===== src/rtl/blk_com_fifo_wr_arb_pkg.sv =====
// Shared constants and arbiter state encoding for the two-channel FIFO write arbiter.
package blk_com_fifo_wr_arb_pkg;

  localparam int FIFO_DEPTH = 512;
  localparam int DATA_W     = 33;
  localparam int EOP_BIT    = 32;

  typedef enum logic [1:0] {
    IDLE = 2'd0,
    OWN0 = 2'd1,
    OWN1 = 2'd2
  } arb_state_t;

endpackage


===== src/rtl/blk_com_fifo_wr_arb.sv =====
// Packet-granular round-robin arbiter feeding two 33-bit channels into one shared 512x33 FIFO.
// A grant needs room for a maximum-size packet; words inside a granted packet are flow-controlled on near-full.
module blk_com_fifo_wr_arb
  import blk_com_fifo_wr_arb_pkg::*;
#(
  parameter int MAX_PKT_WORDS = 64,
  parameter int CNT_W         = 16
) (
  input  logic              I_clk,
  input  logic              I_rst_n,
  input  logic [DATA_W-1:0] I_ch0_din,
  input  logic              I_ch0_vld,
  output logic              O_ch0_rdy,
  input  logic [DATA_W-1:0] I_ch1_din,
  input  logic              I_ch1_vld,
  output logic              O_ch1_rdy,
  output logic [DATA_W-1:0] O_fifo_din,
  output logic              O_fifo_wr,
  input  logic [9:0]        I_fifo_usedw,
  output logic [CNT_W-1:0]  O_ch0_pkt_cnt,
  output logic [CNT_W-1:0]  O_ch1_pkt_cnt,
  output logic [1:0]        O_grant
);

  localparam logic [10:0] START_LIMIT = 11'(FIFO_DEPTH - MAX_PKT_WORDS);
  localparam logic [10:0] HOLD_LIMIT  = 11'(FIFO_DEPTH - 1);

  arb_state_t  state;
  logic        last_ch1;
  logic        armed;
  logic [10:0] level;
  logic        space_ok;
  logic        room_ok;
  logic        xfer0;
  logic        xfer1;
  logic        eop0;
  logic        eop1;

  // The word written last cycle is not yet in usedw, so it is added back in.
  assign level    = {1'b0, I_fifo_usedw} + 11'(O_fifo_wr);
  assign space_ok = (level <= START_LIMIT);
  assign room_ok  = (level < HOLD_LIMIT) && !I_fifo_usedw[9];

  assign O_ch0_rdy = (state == OWN0) && room_ok;
  assign O_ch1_rdy = (state == OWN1) && room_ok;
  assign O_grant   = {state == OWN1, state == OWN0};

  assign xfer0 = I_ch0_vld && O_ch0_rdy;
  assign xfer1 = I_ch1_vld && O_ch1_rdy;
  assign eop0  = xfer0 && I_ch0_din[EOP_BIT];
  assign eop1  = xfer1 && I_ch1_din[EOP_BIT];

  // armed delays the first grant by one edge after reset is released.
  always_ff @(posedge I_clk) begin
    if (!I_rst_n) begin
      state         <= IDLE;
      last_ch1      <= 1'b1;
      armed         <= 1'b0;
      O_fifo_wr     <= 1'b0;
      O_fifo_din    <= '0;
      O_ch0_pkt_cnt <= '0;
      O_ch1_pkt_cnt <= '0;
    end else begin
      armed     <= 1'b1;
      O_fifo_wr <= xfer0 || xfer1;
      if (xfer0) begin
        O_fifo_din <= I_ch0_din;
      end else if (xfer1) begin
        O_fifo_din <= I_ch1_din;
      end
      if (eop0) begin
        O_ch0_pkt_cnt <= O_ch0_pkt_cnt + CNT_W'(1);
      end
      if (eop1) begin
        O_ch1_pkt_cnt <= O_ch1_pkt_cnt + CNT_W'(1);
      end

      case (state)
        IDLE: begin
          if (armed && space_ok) begin
            if (I_ch0_vld && (!I_ch1_vld || last_ch1)) begin
              state    <= OWN0;
              last_ch1 <= 1'b0;
            end else if (I_ch1_vld) begin
              state    <= OWN1;
              last_ch1 <= 1'b1;
            end
          end
        end
        OWN0: if (eop0) state <= IDLE;
        OWN1: if (eop1) state <= IDLE;
        default: state <= IDLE;
      endcase
    end
  end

endmodule


===== config.mk =====
export PLATFORM = sky130hd
export DESIGN_NAME = blk_com_fifo_wr_arb
export DESIGN_NICKNAME = d
export VERILOG_FILES = /design/src/rtl/blk_com_fifo_wr_arb_pkg.sv /design/src/rtl/blk_com_fifo_wr_arb.sv
export SDC_FILE = /design/constraint.sdc
export NUM_CORES = 1
export LEC_CHECK = 0
export CORE_MARGIN = 8
export CORE_UTILIZATION = 38
export DETAILED_ROUTE_END_ITERATION = 8
export HOLD_SLACK_MARGIN = 0.02
export PLACE_DENSITY_LB_ADDON = 0.05
export SLEW_MARGIN = 20
export SYNTH_ARGS = -nofsm -noshare
export SYNTH_HDL_FRONTEND = slang
export SYNTH_SLANG_ARGS = --single-unit

===== constraint.sdc =====
create_clock -name I_clk -period 2.47 [get_ports I_clk]
set_input_delay 0.3705 -clock I_clk [delete_from_list [all_inputs] [get_ports I_clk]]
set_output_delay 0.3705 -clock I_clk [all_outputs]
set_load 0.1 [all_outputs]

==> flow_summary_export.csv, run 1 <==
group,metric,value,unit
route,vias,3747,
sta,period_share,105.5,%
global_routing,grt_pass1_vias,3820,
floorplan,die_x,111.4,um
logic_synthesis,syn-cell-area,0.003458,mm^2
sta,hold_viol,0,
global_routing,grt.met1_usage,21.22,%
global_routing,grtUsageTotal,18.21,%
placed_design,dp_hpwl,8.585,mm
clocking,clk_pin_slew,80,ps
floorplan,initial_core_util,38.34,%
sta,drv_slew,0,
setup_path,timing.rr.end,"O_ch0_pkt_cnt[8]",
layout,layout_common_cells,"104 x buf_4, 74 x clkdlybuf4s50_1, 62 x dfxtp_1, 32 x o22a_1, 32 x o221a_2",
clocking,htree_levels,3,
worst_hold_path,worstHoldEndpoint,"O_fifo_din[32]",
clocking,cts_tree,"built",
clocking,cts.sinks,70,
logic_synthesis,ys_warn_count,0,
logic_synthesis,yosysUniqueCellTypes,51,
layout,drive_above_1_share,36.17,%
global_routing,grt.met3_usage,5.860,%
layout,diodes,0,
clocking,clk_path_buf_depth,2,
route,drc,0,
setup_path,worst_r2r_startpoint,"O_fifo_wr",
placed_design,place_congestion,0.8078,
logic_synthesis,ys_seq_area_share,40.52,%
sta,fin_tns_setup,-575.7,ps
logic_synthesis,async_flop_share,0,%
placed_design,port_buffers,149,
setup_path,crit_required,2100,ps
pwr,peakVddDrop,0.3326,mV
logic_synthesis,synth_top_area_share,40.52,%
global_routing,globalRouteOverflowTotal,0,
global_routing,busiest_layer,"met2",
sta,holdWs,484.5,ps
route,vias_per_cell,5.643,
global_routing,antenna_found_initial,0,
logic_synthesis,syn_inst,368,
setup_path,start_kind,"input pin",
layout,fin_cells,664,
clocking,cts_root_buffer,"clkbuf_8",
setup_path,critical_path.max_fanout,4,
run_status,status,"complete, but fails checks",
worst_hold_path,min-delay-start,"O_fifo_din[32]",
logic_synthesis,ys_ff_latch,70,
clocking,cts_buffers,9,
sta,fin_skew,10.78,ps
placed_design,dp.cells,640,
setup_path,reg2reg_slack,-130,ps
sta,setup_slack,-135.5,ps
layout,areaGrowthSynthToFinish,63.39,%
route,drtPass1Iterations,4,
setup_path,arrival,2240,ps
logic_synthesis,synth_fp_nets,452,
pwr,p_per_area,502.0,mW/mm^2
clocking,cts_hold_buf,0,
route,ant_nets,0,
pwr,finalPower,0.002837,W
sta,max_freq,383.8,MHz
floorplan,coreArea,0.009021,mm^2
layout,fin_util,62.64,%
global_routing,grt_pass1_wl,19.18,mm
logic_synthesis,synth_top_cell_by_area,"dfxtp_1",
global_routing,met2_usage,30.82,%
setup_path,max_stage_delay,500,ps
route,drt_wl_total,12.03,mm
route,drt_iter0_drc,158,
route,wire_per_inst,18.12,um
setup_path,criticalPathCategory,"input pin to output pin",
worst_hold_path,worstHoldPathCells,2,
sta,tightest_slew,490.9,ps
setup_path,worst_setup_path_end_kind,"output pin",
sta,period_needed,2606,ps
logic_synthesis,synth_ff_type,"dfxtp_1",
setup_path,crit_chain,"clkdlybuf4s50_1 -> nand3_2 -> or2_4 -> a311o_1 -> a21o_2 -> nor3_4 -> buf_12",
logic_synthesis,synth-edff-count,0,
floorplan,rows,35,
setup_path,reg2regPathDepth,10,
clocking,clkLatencyLatePin,350,ps
sta,setup_violations,8,
sta,rsz0062_at_grt,"true",
layout,fin_nets,632,
logic_synthesis,synth_area_per_cell,9.398,um^2
pwr,leakagePower,2.153,nW
global_routing,grt_max_degree,35,
floorplan,die_h,111.4,um
sta,maxSlewHeadroom,67.28,%
job,drv.max_cap_violation_count,0,
logic_synthesis,synth.top_cells.by_area,"dfxtp_1 41%, o221a_2 10%, o22a_1 8.1%, a21oi_1 3.5%, o31ai_1 3.3%",
run_status,violations,"negative setup slack",
setup_path,worst_path_max_delay_cell,"clkdlybuf4s50_1",
layout,final_common_cell,"buf_4",
floorplan,dieArea,0.01241,mm^2
floorplan,io_pins,150,
worst_hold_path,min_path_type,"register to register",
[stage by stage]
stage / instance area, um^2 / worst slack, ps
floorplan: 3528 / -694.8
global placement: 5210 / -462.9
detailed placement: 5210 / -453.0
CTS: 5488 / -152.9
global route: 5650 / -201.5
finish: 5650 / -135.5
[worst max-delay path: cells and delay by family]
family / cells / cell delay, ps
AO/OA/AOI/OAI: 2 / 610
AND/OR/NAND/NOR: 3 / 530
buffers and inverters: 2 / 710
[routing by layer]
layer	part of all wire (%)	wire (um)
met4	1.4	163
met3	6.9	825
met5	0	0
met2	50	6027
met1	42	5015
[logic make-up (layout without fill, tap and decap cells)]
logic type,count (synthesis),after routing,share of synthesized area (%)
xor gates and xnor gates,5,5,1.266
adders and majority gates,4,4,1.447
muxes,4,4,1.158
buffers and inverters,34,218,4.342
DFF,70,70,40.52
and+or+nand+nor,113,113,18.85
AOI/OAI and AO/OA,138,139,32.42
[cell type report]
type,instances,area (um^2)
timing repair buffer,195,1744
tap,111,138.9
clock inverter,5,105.1
fill,787,3371
clock buffer,11,141.4
inverter,7,26.28
multi-input combinational,265,2081
sequential,70,1414
[synthesized netlist by cell type, drive strengths merged, types with 2 or more instances]
library cell,count
a2111oi,2
a211oi,2
a21boi,3
a21oi,25
and2,4
and3,7
and4,2
buf,8
clkbuf,19
dfxtp,70
ha,4
inv,7
mux2i,4
nand2,20
nand2b,6
nand3,17
nand4,10
nand4b,3
nor2,9
nor2b,3
nor3,4
nor4,4
o211ai,2
o21a,3
o21ai,11
o221a,32
o22a,32
o31ai,15
o41ai,2
or2,2
or3,4
or4,15
xnor2,4
[where the power goes]
part | switching, W | internal (W) | leakage, nW
clock | 0.000455 | 0.000702 | 0.124
combinational | 0.000293 | 0.000225 | 1.46
sequential | 0.0000141 | 0.00115 | 0.570
total | 0.000761 | 0.00208 | 2.15
[what timing repair did]
item / CTS / global route
cloned: 0 / 1
pin swaps: 6 / 7
buffers inserted: 4 / 5
setup endpoints to repair: 38 / 55
resized for setup: 8 / 28
hold endpoints to repair: 0 / 0
[sequential cells by signal, indices dropped and copies added, names as in the netlist]
register / cells
O_fifo_wr: 1
state: 2
O_ch1_pkt_cnt: 16
armed: 1
O_fifo_din: 33
last_ch1: 1
O_ch0_pkt_cnt: 16
[how the worst max path moves through the flow]
stage | start | to | cells after the start
after global routing | O_fifo_wr | O_ch0_rdy | 8
after detailed placement | I_fifo_usedw[0] | O_ch0_pkt_cnt[15] | 10
final | I_fifo_usedw[2] | O_ch0_rdy | 7
after global placement | I_fifo_usedw[0] | O_ch1_pkt_cnt[5] | 11
after CTS | O_fifo_wr | O_ch0_rdy | 8
after floorplan | O_fifo_wr | O_ch0_rdy | 9
No activity file was read; power rests on OpenSTA's default activity.
==> run 2: changes to the inputs <==
Settings changed: ABC_CLOCK_PERIOD_IN_PS from default to 2470, SETUP_SLACK_MARGIN from default to 0.15.
==> flow_summary_export.csv, run 2 (synthesized netlist as in run 1, its figures left out) <==
group,metric,value,unit
sta,period_needed,2643,ps
clocking,cts_root_buffer,"clkbuf_8",
setup_path,critical_path.max_fanout,4,
floorplan,die_h,111.4,um
sta,period_share,107.0,%
sta,maxSlewHeadroom,58.36,%
sta,holdWs,472.3,ps
clocking,clkLatencyLatePin,350,ps
global_routing,grtUsageTotal,20.84,%
route,vias_per_cell,5.650,
layout,layout_common_cells,"109 x buf_4, 73 x clkdlybuf4s50_1, 59 x dfxtp_1, 32 x o22a_1, 27 x o221a_4",
clocking,cts_buffers,9,
placed_design,dp_hpwl,8.640,mm
layout,drive_above_1_share,42.26,%
layout,largest_register_ffs,33,
layout,max_flop_register,"O_fifo_din",
sta,fin_skew,9.257,ps
global_routing,antenna_found_initial,0,
floorplan,io_pins,150,
global_routing,globalRouteOverflowTotal,0,
placed_design,port_buffers,149,
pwr,p_per_area,426.6,mW/mm^2
sta,rsz0062_at_grt,"true",
worst_hold_path,min_path_type,"register to register",
clocking,cts.sinks,70,
setup_path,reg2regPathDepth,14,
floorplan,initial_core_util,38.34,%
layout,fillers,689,
clocking,cts_hold_buf,0,
global_routing,grt_pass1_wl,21.29,mm
pwr,peakVddDrop,0.2147,mV
floorplan,rows,35,
run_status,status,"complete, but fails checks",
job,drv.max_cap_violation_count,0,
global_routing,grt_max_degree,34,
floorplan,coreArea,0.009021,mm^2
layout,diodes,0,
route,drc,0,
pwr,finalPower,0.002726,W
route,drtPass1Iterations,4,
floorplan,dieArea,0.01241,mm^2
sta,fin_tns_setup,-1759,ps
setup_path,criticalPathCategory,"register to output pin",
layout,final_common_cell,"buf_4",
floorplan,die_x,111.4,um
route,drt_iter0_drc,263,
clocking,cts_tree,"built",
sta,max_freq,378.4,MHz
clocking,clk_pin_slew,80,ps
placed_design,place_congestion,0.8731,
placed_design,dpl_cell_area,0.005201,mm^2
run_status,violations,"negative setup slack",
pwr,leakagePower,2.520,nW
clocking,clk_path_buf_depth,2,
setup_path,start_kind,"register",
layout,reg_top3,"O_fifo_din x33, O_ch0_pkt_cnt x16, O_ch1_pkt_cnt x16",
layout,fin_nets,654,
sta,drv_slew,0,
placed_design,place_ws,-530.1,ps
sta,tightest_slew,624.6,ps
route,wire_per_inst,19.43,um
worst_hold_path,worstHoldPathCells,2,
route,vias,3876,
global_routing,grt_pass1_vias,3999,
setup_path,worst_setup_path_end_kind,"output pin",
layout,areaGrowthSynthToFinish,84.77,%
sta,setup_violations,41,
layout,finalInstanceArea,0.006390,mm^2
route,ant_nets,0,
clocking,htree_levels,3,
setup_path,arrival,2270,ps
sta,setup_slack,-172.6,ps
sta,hold_viol,0,
route,drt_wl_total,13.33,mm
setup_path,crit_required,2100,ps
[run 2: changes by cell type in the layout (fill, tap and decap cells not counted), moves of 4 or more]
cell     change
a21oi_2      +6
buf_4        +5
o221a_2     -27
a21oi_1      -7
buf_12       +5
o21ai_0      -5
o21ai_1      +4
o221a_4     +27
buf_16       +7
o31ai_1      -5
o31ai_4      +5
[run 2: final cells by class]
class / count / area (um^2) / area share, %
flip-flops and latches: 70 / 1418 / 22.19
well taps: 111 / 138.9 / 2.173
multi-input cells: 265 / 2466 / 38.59
clock buffers: 10 / 127.6 / 1.997
clock inverters: 6 / 70.07 / 1.097
repair buffers: 217 / 2143 / 33.54
inverters: 7 / 26.28 / 0.4112
[run 2: worst max-delay path, stage by stage (launching register included)]
cell and delay (ps):
dfxtp_4 360, ha_4 160, ha_4 140, nand4_1 110, buf_4 160, a311o_1 320, buf_4 170, a21oi_4 170
and2_4 170, buf_12 160
[run 2: power by group]
part	leakage (nW)	switching (W)	total [W]	internal [W]
registers	0.571	0.0000167	0.00117	0.00115
logic	1.85	0.000331	0.000622	0.000290
clock network	0.101	0.000465	0.000939	0.000474
[run 2: through the flow]
| stage | cells | utilization [%] |
|---|---|---|
| finish | 686 | 70.83 |
| global route | 686 | 70.83 |
| CTS | 684 | 68.35 |
| detailed placement | 638 | 57.66 |
| global placement | 638 | 57.66 |
| floorplan | 368 | - |
[run 2: worst paths after layout]
check,startpoint,endpoint,slack [ps]
setup / recovery,O_fifo_wr,O_ch1_rdy,-170
hold / removal,O_fifo_din[32],O_fifo_din[32],470
setup reg to reg,O_fifo_wr,O_fifo_din[21],-60
hold reg to reg,O_fifo_din[32],O_fifo_din[32],470
[run 2: per-layer routing]
layer | global-route usage, % | vias to the layer above | part of all wire (%)
li1 | - | 1885 | -
met1 | 26.54 | 1865 | 43
met2 | 33.94 | 120 | 49
met3 | 5.108 | 6 | 6.6
met4 | 6.222 | 0 | 0.68
met5 | 0 | - | 0
[run 2: repair_timing]
item                                    4_1_cts  5_1_grt
endpoints found under the setup margin       67       64
cloned                                        8        1
pin swaps                                    40       17
gates resized for setup                      77       32
setup buffers                                22        1
